--- src/rtl/spi_cmd_arbiter_pkg.sv ---
// Shared definitions for the SPI command arbiter: frame layout, FSM encoding
// and the helper that picks the outgoing byte for a given frame position.
package spi_cmd_arbiter_pkg;

  localparam logic [7:0] SYNC_BYTE_DEFAULT = 8'h5A;
  localparam int         FRAME_BYTES       = 6;

  typedef enum logic [2:0] {
    ST_IDLE = 3'd0,
    ST_SEND = 3'd1,
    ST_DONE = 3'd2,
    ST_GAP  = 3'd3
  } state_e;

  // Frame order: header, address, then write data least-significant byte first.
  function automatic logic [7:0] frame_byte(input logic [2:0]  idx,
                                            input logic [7:0]  sync,
                                            input logic [7:0]  addr,
                                            input logic [31:0] data);
    logic [7:0] b;
    case (idx)
      3'd0:    b = sync;
      3'd1:    b = addr;
      3'd2:    b = data[7:0];
      3'd3:    b = data[15:8];
      3'd4:    b = data[23:16];
      default: b = data[31:24];
    endcase
    return b;
  endfunction

endpackage

--- src/rtl/spi_cmd_arbiter_rr_arbiter.sv ---
// Round-robin picker: combinational search starting after the previous winner,
// with the previous winner held in a register updated when a grant is taken.
module spi_cmd_arbiter_rr_arbiter #(
  parameter int NREQ = 2
) (
  input  logic            clk,
  input  logic            rstn,
  input  logic [NREQ-1:0] req_i,
  input  logic            take_i,
  output logic [2:0]      grant_idx_o,
  output logic            grant_vld_o
);

  logic [2:0] last_q, last_d;
  logic [7:0] req_pad;
  logic [3:0] cand;

  always_comb begin
    req_pad     = 8'(req_i);
    grant_idx_o = '0;
    grant_vld_o = 1'b0;
    cand        = '0;
    // The previous owner is visited last, so it only wins when nobody else asks.
    for (int off = 1; off <= NREQ; off++) begin
      cand = {1'b0, last_q} + 4'(off);
      if (cand >= 4'(NREQ)) cand = cand - 4'(NREQ);
      if (!grant_vld_o && req_pad[cand[2:0]]) begin
        grant_vld_o = 1'b1;
        grant_idx_o = cand[2:0];
      end
    end
    last_d = take_i ? grant_idx_o : last_q;
  end

  always_ff @(posedge clk) begin
    if (!rstn) last_q <= 3'(NREQ - 1);
    else       last_q <= last_d;
  end

endmodule

--- src/rtl/spi_cmd_arbiter.sv ---
// Shares one SPI byte engine between NREQ requesters: round-robin grant, 6-byte
// framed command out, 32-bit response collected from MISO bytes 2..5.
module spi_cmd_arbiter
  import spi_cmd_arbiter_pkg::*;
#(
  parameter int         NREQ       = 2,
  parameter logic [7:0] SYNC_BYTE  = SYNC_BYTE_DEFAULT,
  parameter int         GAP_CYCLES = 4
) (
  input  logic              clk,
  input  logic              rstn,
  input  logic [NREQ-1:0]   req_valid,
  output logic [NREQ-1:0]   req_ready,
  input  logic [8*NREQ-1:0] req_addr,
  input  logic [32*NREQ-1:0] req_data,
  output logic              rsp_valid,
  output logic [2:0]        rsp_id,
  output logic [31:0]       rsp_data,
  output logic              busy,
  output logic              m_ready,
  output logic [7:0]        m_tx_data,
  input  logic              m_valid,
  input  logic [7:0]        m_rx_data
);

  state_e          state_q, state_d;
  logic [2:0]      idx_q, idx_d;
  logic [15:0]     cnt_q, cnt_d;
  logic [7:0]      addr_q, addr_d;
  logic [31:0]     data_q, data_d;
  logic [2:0]      gid_q, gid_d;
  logic [23:0]     rsp_buf_q, rsp_buf_d;
  logic [NREQ-1:0] req_ready_q, req_ready_d;
  logic            rsp_valid_q, rsp_valid_d;
  logic [2:0]      rsp_id_q, rsp_id_d;
  logic [31:0]     rsp_data_q, rsp_data_d;
  logic            busy_q, busy_d;
  logic            m_ready_q, m_ready_d;
  logic [7:0]      m_tx_data_q, m_tx_data_d;
  logic            take;
  logic [2:0]      grant_idx;
  logic            grant_vld;

  spi_cmd_arbiter_rr_arbiter #(.NREQ(NREQ)) u_rr (
    .clk         (clk),
    .rstn        (rstn),
    .req_i       (req_valid),
    .take_i      (take),
    .grant_idx_o (grant_idx),
    .grant_vld_o (grant_vld)
  );

  always_comb begin
    state_d     = state_q;
    idx_d       = idx_q;
    cnt_d       = cnt_q;
    addr_d      = addr_q;
    data_d      = data_q;
    gid_d       = gid_q;
    rsp_buf_d   = rsp_buf_q;
    req_ready_d = '0;
    rsp_valid_d = 1'b0;
    rsp_id_d    = rsp_id_q;
    rsp_data_d  = rsp_data_q;
    busy_d      = busy_q;
    m_ready_d   = m_ready_q;
    m_tx_data_d = m_tx_data_q;
    take        = 1'b0;
    case (state_q)
      ST_IDLE: begin
        if (grant_vld) begin
          take = 1'b1;
          for (int k = 0; k < NREQ; k++) begin
            if (grant_idx == 3'(k)) begin
              req_ready_d[k] = 1'b1;
              addr_d         = req_addr[8*k +: 8];
              data_d         = req_data[32*k +: 32];
            end
          end
          gid_d       = grant_idx;
          busy_d      = 1'b1;
          idx_d       = '0;
          m_ready_d   = 1'b1;
          m_tx_data_d = SYNC_BYTE;
          state_d     = ST_SEND;
        end
      end
      ST_SEND: begin
        // m_ready low marks the one-cycle spacer after each transfer.
        if (!m_ready_q) begin
          m_ready_d = 1'b1;
        end else if (m_valid) begin
          m_ready_d = 1'b0;
          case (idx_q)
            3'd2:    rsp_buf_d[7:0]   = m_rx_data;
            3'd3:    rsp_buf_d[15:8]  = m_rx_data;
            3'd4:    rsp_buf_d[23:16] = m_rx_data;
            default: ;
          endcase
          if (idx_q == 3'(FRAME_BYTES - 1)) begin
            rsp_valid_d = 1'b1;
            rsp_id_d    = gid_q;
            rsp_data_d  = {m_rx_data, rsp_buf_q};
            state_d     = ST_DONE;
          end else begin
            idx_d       = idx_q + 3'd1;
            m_tx_data_d = frame_byte(idx_q + 3'd1, SYNC_BYTE, addr_q, data_q);
          end
        end
      end
      ST_DONE: begin
        if (GAP_CYCLES == 0) begin
          busy_d  = 1'b0;
          state_d = ST_IDLE;
        end else begin
          cnt_d   = '0;
          state_d = ST_GAP;
        end
      end
      ST_GAP: begin
        cnt_d = cnt_q + 16'd1;
        if (cnt_q == 16'(GAP_CYCLES - 1)) begin
          busy_d  = 1'b0;
          state_d = ST_IDLE;
        end
      end
      default: begin
        state_d     = ST_IDLE;
        idx_d       = '0;
        cnt_d       = '0;
        rsp_id_d    = '0;
        rsp_data_d  = '0;
        busy_d      = 1'b0;
        m_ready_d   = 1'b0;
        m_tx_data_d = '0;
      end
    endcase
  end

  always_ff @(posedge clk) begin
    if (!rstn) begin
      state_q     <= ST_IDLE;
      idx_q       <= '0;
      cnt_q       <= '0;
      req_ready_q <= '0;
      rsp_valid_q <= 1'b0;
      rsp_id_q    <= '0;
      rsp_data_q  <= '0;
      busy_q      <= 1'b0;
      m_ready_q   <= 1'b0;
      m_tx_data_q <= '0;
    end else begin
      state_q     <= state_d;
      idx_q       <= idx_d;
      cnt_q       <= cnt_d;
      req_ready_q <= req_ready_d;
      rsp_valid_q <= rsp_valid_d;
      rsp_id_q    <= rsp_id_d;
      rsp_data_q  <= rsp_data_d;
      busy_q      <= busy_d;
      m_ready_q   <= m_ready_d;
      m_tx_data_q <= m_tx_data_d;
    end
  end

  // Command payload and partial response are only meaningful inside a frame.
  always_ff @(posedge clk) begin
    addr_q    <= addr_d;
    data_q    <= data_d;
    gid_q     <= gid_d;
    rsp_buf_q <= rsp_buf_d;
  end

  assign req_ready = req_ready_q;
  assign rsp_valid = rsp_valid_q;
  assign rsp_id    = rsp_id_q;
  assign rsp_data  = rsp_data_q;
  assign busy      = busy_q;
  assign m_ready   = m_ready_q;
  assign m_tx_data = m_tx_data_q;

endmodule

--- config.mk ---
export PLATFORM = sky130hd
export DESIGN_NAME = spi_cmd_arbiter
export DESIGN_NICKNAME = d
export VERILOG_FILES = /design/src/rtl/spi_cmd_arbiter_pkg.sv /design/src/rtl/spi_cmd_arbiter_rr_arbiter.sv /design/src/rtl/spi_cmd_arbiter.sv
export SDC_FILE = /design/constraint.sdc
export NUM_CORES = 1
export LEC_CHECK = 0
export CORE_ASPECT_RATIO = 0.5
export CORE_MARGIN = 2
export CORE_UTILIZATION = 45
export DETAILED_ROUTE_END_ITERATION = 12
export PLACE_DENSITY = 0.75
export REMOVE_ABC_BUFFERS = 1
export SLEW_MARGIN = 25
export SYNTH_ARGS = -nofsm -noshare
export SYNTH_HDL_FRONTEND = slang
export SYNTH_SLANG_ARGS = --single-unit
--- constraint.sdc ---
create_clock -name clk -period 4.25 [get_ports clk]
set_input_delay 1.275 -clock clk [delete_from_list [all_inputs] [get_ports clk]]
set_output_delay 1.275 -clock clk [all_outputs]
set_load 0.01 [all_outputs]
==> run summary, run 1 <==
POWER
--------------------------------------------------------------------------------
Sw Ratio                                                                  0.3080
Fraction of power consumed by sequential logic                             0.417
Part of the power in the clock network                                     0.322
Max VDD drop                                                           0.2944 mV
Comb power frac                                                            0.261
Power Internal                                                          3.111 mW
Total net switching power                                               1.384 mW
Leakage Power                                                           2.883 nW
Power Density                                                       548.7 nW/um2

YOSYS
--------------------------------------------------------------------------------
FF+latch count, synth                                                        139
Area leader, netlist                                                sky130_fd_sc_hd__edfxtp_1
Count of flip-flops with a built-in enable after synthesis                    67
Post-synthesis instance total                                                539
Proportion of synthesized chip area in sequential cells                   0.5736
Yosys top cell area share                                                 0.3342
Most frequently used flop master after synthesis                    sky130_fd_sc_hd__dfxtp_1
Async SR Flop Fraction                                                         0
Summed instance area of the synthesized netlist                         6021 um2
Post-synthesis area per instance                                       11.17 um2
Total number of yosys warnings                                                 0
Most used standard cell by instance count after synthesis           sky130_fd_sc_hd__nand2_1
Library cells used by synthesis                                               48
Commonest cells in the synthesized netlist                          sky130_fd_sc_hd__nand2_1, sky130_fd_sc_hd__dfxtp_1, sky130_fd_sc_hd__edfxtp_1, sky130_fd_sc_hd__a21oi_1, sky130_fd_sc_hd__mux2_1
Most area-consuming cells after synthesis                           sky130_fd_sc_hd__edfxtp_1, sky130_fd_sc_hd__dfxtp_1, sky130_fd_sc_hd__mux2_1, sky130_fd_sc_hd__nand2_1, sky130_fd_sc_hd__a21oi_1

PLACED DESIGN
--------------------------------------------------------------------------------
Final weighted congestion in routability-driven placement                 0.8254
Setup slack at placement                                               0.7050 ns
Number of buffers inserted by port buffering                                 140
Hpwl dp                                                                  8902 um

GLOBAL ROUTING
--------------------------------------------------------------------------------
Via count of the first global-routing pass                                  4325
Antenna violations before repair                                               0
Wire length of the first global-routing pass                            21690 um
Total routing usage reported by global routing                            0.1928
Maximum number of pins on one net before global-route repair                  44
Leftover overflow at the end of global routing                                 0

ROUTE
--------------------------------------------------------------------------------
Number of iterations in the first detailed-routing pass                        6
DRT iter0 DRCs                                                               294
Detailed Route WL                                                       13480 um
Number of vias per cell after detailed routing                             5.216
Number of design rule violations left after detail routing                     0
Vias after detailed routing                                                 4496
DR WL/cell                                                              15.63 um
Residual antenna-violating net count after detailed routing                    0

STATUS
--------------------------------------------------------------------------------
Status                                                              finished, final reports clean

STA
--------------------------------------------------------------------------------
Tmin final                                                              3.153 ns
Max-slew violations                                                            0
Endpoints failing setup                                                        0
Final count of hold timing violations                                          0
Fmax                                                                   317.2 MHz
Setup ws final                                                          1.097 ns
RSZ-0062 raised after global routing                                       false
Final worst clock skew                                                0.01432 ns
Slew at the pin with the worst max-slew slack                           1.025 ns
Total negative setup slack                                                  0 ns
Worst slew slack as a fraction of its limit                               0.3110
Share of the cycle needed by the critical path after routing              0.7419

LAYOUT
--------------------------------------------------------------------------------
Antenna diode instance count                                                   0
Post-layout util                                                          0.6377
Final net count                                                              790
Fraction of final layout cells with drive strength greater than 1        0.07803
Layout-stage area growth over the synthesis result                        36.06%

CLOCKING
--------------------------------------------------------------------------------
# hold bufs at CTS                                                             0
CTS-repair resized insts                                                       0
Post-CTS setup repair buffer count                                             0
Cts bufs inserted                                                             17
H-tree depth                                                                   4
Skew-Pair Late Insertion Delay                                           0.42 ns
CTS root buf                                                        sky130_fd_sc_hd__clkbuf_16
# clock sinks                                                                139
CTS clock-pin slew for the worst setup and hold paths                    0.07 ns
Clock buffer depth                                                             2
Clock tree from TritonCTS                                                    yes

FLOORPLAN
--------------------------------------------------------------------------------
Initial Util                                                              0.4687
Cell row count                                                                29
Core Footprint                                                         12840 um2
Die Outline Area                                                       14380 um2
Ports placed on the boundary                                                 141
Die Wd                                                                  167.6 um
Die height                                                              85.79 um

CRITICAL PATH
--------------------------------------------------------------------------------
Arrival time worst endpoint                                              3.31 ns
Endpoint class of the critical path                                         flop
Required time of the critical path                                       4.41 ns
Type of the setup path with the least slack                         primary input to flop
Kind of launch point of the worst setup path                        primary input
Peak fanout along the critical path                                           43

MIN PATH
--------------------------------------------------------------------------------
Type of the tightest min-delay check                                flop to flop

JOB
--------------------------------------------------------------------------------
Max-cap violation count                                                        0

-- through the flow --
| stage | total power [mW] | hold slack [ns] | instances | instance area [um2] |
|---|---|---|---|---|
| 2_1_floorplan | 2.612 | 0.4661 | 512 | 5883 |
| 3_3_place_gp | 3.027 | 0.4418 | 830 | 7599 |
| 3_5_place_dp | 3.057 | 0.4463 | 830 | 7599 |
| 4_1_cts | 4.514 | 0.4552 | 862 | 8192 |
| 5_1_grt | 4.694 | 0.4735 | 862 | 8192 |
| 6_report | 4.495 | 0.4531 | 862 | 8192 |
-- cells in the final DEF, fill, tap and decap left out, types with 3 or more instances in the layout --
cell and instances:
sky130_fd_sc_hd__nor3_1 10, sky130_fd_sc_hd__inv_1 19, sky130_fd_sc_hd__and3_1 7, sky130_fd_sc_hd__o21ai_0 9, sky130_fd_sc_hd__nand4_1 5, sky130_fd_sc_hd__mux2_1 37, sky130_fd_sc_hd__a222oi_1 8, sky130_fd_sc_hd__xnor2_1 10
sky130_fd_sc_hd__a21oi_1 60, sky130_fd_sc_hd__o31ai_1 3, sky130_fd_sc_hd__edfxtp_1 67, sky130_fd_sc_hd__clkinv_8 3, sky130_fd_sc_hd__clkdlybuf4s50_1 140, sky130_fd_sc_hd__dfxtp_1 72, sky130_fd_sc_hd__nand2_1 93, sky130_fd_sc_hd__inv_6 6
sky130_fd_sc_hd__nor2_1 20, sky130_fd_sc_hd__mux2_2 5, sky130_fd_sc_hd__mux2i_1 10, sky130_fd_sc_hd__xor2_1 5, sky130_fd_sc_hd__buf_4 6, sky130_fd_sc_hd__or3_1 8, sky130_fd_sc_hd__ha_1 18, sky130_fd_sc_hd__clkbuf_16 18
sky130_fd_sc_hd__nor4_1 3, sky130_fd_sc_hd__nand3_1 6
-- worst paths after layout --
| check | from | to | slack [ns] | cells after the start |
|---|---|---|---|---|
| setup / recovery | req_valid[1] | data_q[25]$_DFFE_PP_ | 1.10 | 7 |
| hold reg to reg | rsp_data[28]$_SDFFE_PN0P_ | rsp_data[28]$_SDFFE_PN0P_ | 0.45 | 2 |
| setup reg to reg | u_rr.last_q[0]$_SDFFE_PN1P_ | data_q[25]$_DFFE_PP_ | 1.49 | 7 |
| hold / removal | rsp_data[28]$_SDFFE_PN0P_ | rsp_data[28]$_SDFFE_PN0P_ | 0.45 | 2 |
-- sequential cells by signal, indices dropped and copies added (netlist names) --
name,flops
rsp_valid,1
m_ready,1
rsp_data,32
idx_q,3
u_rr.last_q,3
busy,1
addr_q,8
rsp_id,3
gid_q,3
m_tx_data,8
data_q,32
req_ready,2
rsp_buf_q,24
cnt_q,16
state_q,2
-- power groups by stage --
stage	registers (mW)	clock network (mW)	logic [mW]
2_1_floorplan	1.90	0	0.714
3_3_place_gp	1.89	0	1.13
3_5_place_dp	1.90	0	1.16
4_1_cts	1.87	1.46	1.17
5_1_grt	1.90	1.53	1.27
6_report	1.87	1.45	1.17
-- metal layers --
layer | global-route usage | share of wire | vias to the layer above
li1 | - | - | 2216
met1 | 0.2464 | 0.45 | 2136
met2 | 0.3267 | 0.48 | 131
met3 | 0.04061 | 0.052 | 13
met4 | 0.07589 | 0.012 | 0
met5 | 0 | 0 | -
-- critical path: stages --
cell and delay (ns):
sky130_fd_sc_hd__clkdlybuf4s50_1 0.41, sky130_fd_sc_hd__mux2_2 0.27, sky130_fd_sc_hd__o211ai_1 0.13, sky130_fd_sc_hd__or2_4 0.29, sky130_fd_sc_hd__mux2i_4 0.28, sky130_fd_sc_hd__buf_12 0.26
sky130_fd_sc_hd__mux2_1 0.36
-- cells by family (layout without fill, tap and decap cells) --
group	Yosys count	in the layout	share of synthesized area
AO/OA/AOI/OAI	104	104	0.1135
other	1	2	0.0006228
buffers and inverters	48	200	0.03595
AND/OR/NAND/NOR	161	161	0.1182
flip-flops	139	139	0.5736
XOR/XNOR	15	15	0.02182
adder cells (fa/ha/maj)	18	18	0.03741
multiplexers	53	53	0.09892
-- area by class of cell --
type                    count  area (um2)
clock inverters            14       142.6
fillers                  1020        4653
well taps                 170       212.7
multi-input cells         353        2371
inverters                  20       75.07
clock buffers              18       450.4
flip-flops and latches    139        3453
repair buffers            148        1486
(Power assumes the default switching activity.)
==> inputs of run 2 (changes only) <==
Settings changed: CORE_UTILIZATION 45 to 50, PLACE_DENSITY 0.75 to 0.79.
Clock period 4.25 ns to 3.2 ns, I/O delays scaled along.
==> run 2 against run 1 <==
  * Total power is 35% higher
  * First-iteration DRC count decreased by 2.0%
  * Largest power group unchanged
  * Highest routed layer unchanged
  * Final area is 0.60% higher
  * Worst hold slack better by 0.0010 ns
==> run summary, run 2 (same netlist as run 1, synthesis figures left out) <==
CRITICAL PATH
--------------------------------------------------------------------------------
Reg2Reg Launch Point                                                u_rr.last_q[0]$_SDFFE_PN1P_
Number of buffer and inverter stages on the critical path                      2   unchanged
Type of the setup path with the least slack                         primary input to flop
Required time of the critical path                                       3.35 ns   -1.06 ns
Largest incremental delay on the critical path                           0.42 ns   about the same
Arrival time worst endpoint                                              2.86 ns   -0.45 ns
Critical-path cell with the highest stage delay                     sky130_fd_sc_hd__clkdlybuf4s50_1
Endpoint class of the critical path                                         flop
Series of cell instances along the critical path                    clkdlybuf4s50_1 -> mux2_2 -> o211ai_1 -> or2_4 -> mux2i_4 -> buf_12 -> mux2_1
Count of cells along the worst register-to-register path                       7   unchanged
FF-to-FF setup slack                                                     0.59 ns   -0.90 ns
Kind of launch point of the worst setup path                        primary input
Worst r2r dst                                                       data_q[27]$_DFFE_PP_
Peak fanout along the critical path                                           41   -4.7%
Critical path's top delay family                                    multiplexers

FLOORPLAN
--------------------------------------------------------------------------------
Core Footprint                                                         11770 um2   -8.4%
Ports placed on the boundary                                                 141   unchanged
Die height                                                              81.60 um   -4.9%
Die Wd                                                                  159.2 um   -5.0%
Cell row count                                                                28   -3.4%
Initial Util                                                              0.5115   +0.04275
Die Outline Area                                                       12990 um2   -9.7%

POWER
--------------------------------------------------------------------------------
Power Density                                                       735.3 nW/um2   +34%
Total net switching power                                               1.789 mW   +29%
Fraction of power consumed by sequential logic                             0.410   -0.007
Comb power frac                                                            0.264   +0.003
Leakage Power                                                           2.924 nW   +1.4%
Part of the power in the clock network                                     0.325   +0.003
Total power after layout                                                6.059 mW   +35%
Power Internal                                                          4.270 mW   +37%
Sw Ratio                                                                  0.2952   -0.01275
Max VDD drop                                                           0.3703 mV   +26%

STA
--------------------------------------------------------------------------------
Tmin final                                                              2.710 ns
Setup ws final                                                         0.4896 ns   -0.6075 ns
Worst slew slack as a fraction of its limit                               0.6021   +0.2911
RSZ-0062 raised after global routing                                       false
Endpoints failing setup                                                        0   unchanged
Total negative setup slack                                                  0 ns   unchanged
Final count of hold timing violations                                          0   unchanged
Fmax                                                                   369.0 MHz
Final worst clock skew                                               0.008272 ns   -0.006046 ns
Share of the cycle needed by the critical path after routing              0.8470
Slew at the pin with the worst max-slew slack                          0.5968 ns   -0.4280 ns
Final-layout worst hold slack                                          0.4541 ns   +0.001036 ns
Max-slew violations                                                            0   unchanged

LAYOUT
--------------------------------------------------------------------------------
Final instance count without filler cells                                    863   +0.12%
Final cell area excluding filler cells                                  8240 um2   +0.60%
Final net count                                                              796   +0.76%
Antenna diode instance count                                                   0   unchanged
Post-layout util                                                          0.7000   +0.06231
Count of fill cells added during filler insertion                            866   -15%
Commonest non-fill, non-tap cell in the layout                      sky130_fd_sc_hd__clkdlybuf4s50_1
Fraction of final layout cells with drive strength greater than 1        0.08596   +0.007925
Layout-stage area growth over the synthesis result                        36.87%
Most frequent cells in the layout                                   sky130_fd_sc_hd__clkdlybuf4s50_1, sky130_fd_sc_hd__nand2_1, sky130_fd_sc_hd__dfxtp_1

CLOCKING
--------------------------------------------------------------------------------
Post-CTS setup repair buffer count                                             0   unchanged
H-tree depth                                                                   4   unchanged
CTS-repair resized insts                                                       0   unchanged
CTS root buf                                                        sky130_fd_sc_hd__clkbuf_16
CTS clock-pin slew for the worst setup and hold paths                    0.06 ns   about the same
Skew-Pair Late Insertion Delay                                           0.41 ns   about the same
Cts bufs inserted                                                             17   unchanged
# hold bufs at CTS                                                             0   unchanged
Clock buffer depth                                                             2   unchanged
Clock tree from TritonCTS                                                    yes
# clock sinks                                                                139   unchanged

STATUS
--------------------------------------------------------------------------------
Status                                                              finished, final reports clean

GLOBAL ROUTING
--------------------------------------------------------------------------------
Via count of the first global-routing pass                                  4413   +2.0%
Wire length of the first global-routing pass                            21210 um   -2.2%
Total routing usage reported by global routing                            0.2073   +0.01452
Antenna violations before repair                                               0   unchanged
Maximum number of pins on one net before global-route repair                  42   -4.5%
Leftover overflow at the end of global routing                                 0   unchanged

PLACED DESIGN
--------------------------------------------------------------------------------
Hpwl dp                                                                  9069 um   +1.9%
Dpl cell area                                                           7637 um2   +0.51%
Count of placed standard cells including taps                                831   +0.12%
Number of buffers inserted by port buffering                                 140   unchanged
Final weighted congestion in routability-driven placement                 0.8319   +0.79%
Setup slack at placement                                              0.08291 ns   -0.6221 ns

ROUTE
--------------------------------------------------------------------------------
Number of design rule violations left after detail routing                     0   unchanged
Number of iterations in the first detailed-routing pass                        7   +1
Vias after detailed routing                                                 4578   +1.8%
DR WL/cell                                                              15.55 um   -0.53%
DRT iter0 DRCs                                                               288   -2.0%
Residual antenna-violating net count after detailed routing                    0   unchanged
Number of vias per cell after detailed routing                             5.305   +1.7%
Detailed Route WL                                                       13420 um   -0.42%

MIN PATH
--------------------------------------------------------------------------------
Startpoint of the lowest-slack hold path                            rsp_data[8]$_SDFFE_PN0P_
Hold Path Sink                                                      rsp_data[8]$_SDFFE_PN0P_
Type of the tightest min-delay check                                flop to flop
Worst hold stages                                                              2   unchanged

JOB
--------------------------------------------------------------------------------
Max-cap violation count                                                        0   unchanged

==> run 2: worst register-to-register path: cells and delay by family, from the launching register on <==
| kind | cells | cell delay, ns |
|---|---|---|
| AO/OA/AOI/OAI | 1 | 0.20 |
| multiplexers | 3 | 0.92 |
| adder cells (fa/ha/maj) | 1 | 0.21 |
| flip-flops | 1 | 0.58 |
| AND/OR/NAND/NOR | 1 | 0.18 |
| buffers and inverters | 1 | 0.25 |
==> run 2: power groups by stage <==
stage	combinational, mW	sequential (mW)	clock [mW]
2_1_floorplan	0.948	2.52	0
3_3_place_gp	1.54	2.51	0
3_5_place_dp	1.58	2.52	0
4_1_cts	1.61	2.48	2.00
5_1_grt	1.74	2.52	2.07
6_report	1.60	2.48	1.97
==> run 2: worst max path at each step <==
stage	start	endpoint	slack [ns]	cells past startpoint
floorplan	req_valid[0]	addr_q[0]$_DFFE_PP_	-0.71	4
global placement	req_valid[0]	data_q[0]$_DFFE_PP_	0.11	7
detailed placement	req_valid[0]	data_q[22]$_DFFE_PP_	0.08	7
CTS	req_valid[0]	data_q[27]$_DFFE_PP_	0.49	7
global route	u_rr.last_q[0]$_SDFFE_PN1P_	data_q[27]$_DFFE_PP_	0.41	8
finish	req_valid[0]	data_q[27]$_DFFE_PP_	0.49	7
==> run 2: routing by layer <==
metal  track usage  up-vias  part of all wire
li1              -     2229                 -
met1        0.2475     2171              0.43
met2        0.3743      153              0.50
met3       0.05202       25             0.056
met4       0.07455        0             0.016
met5             0        -                 0
==> run 2: final cells by class <==
type,count,area [um2],area share
Clock buffer,20,478.0,0.05800
Clock inverter,12,125.1,0.01518
Inverter,20,75.07,0.009110
Multi-Input combinational cell,353,2371,0.2877
Sequential cell,139,3453,0.4191
Tap cell,165,206.4,0.02505
Timing Repair Buffer,154,1531,0.1858
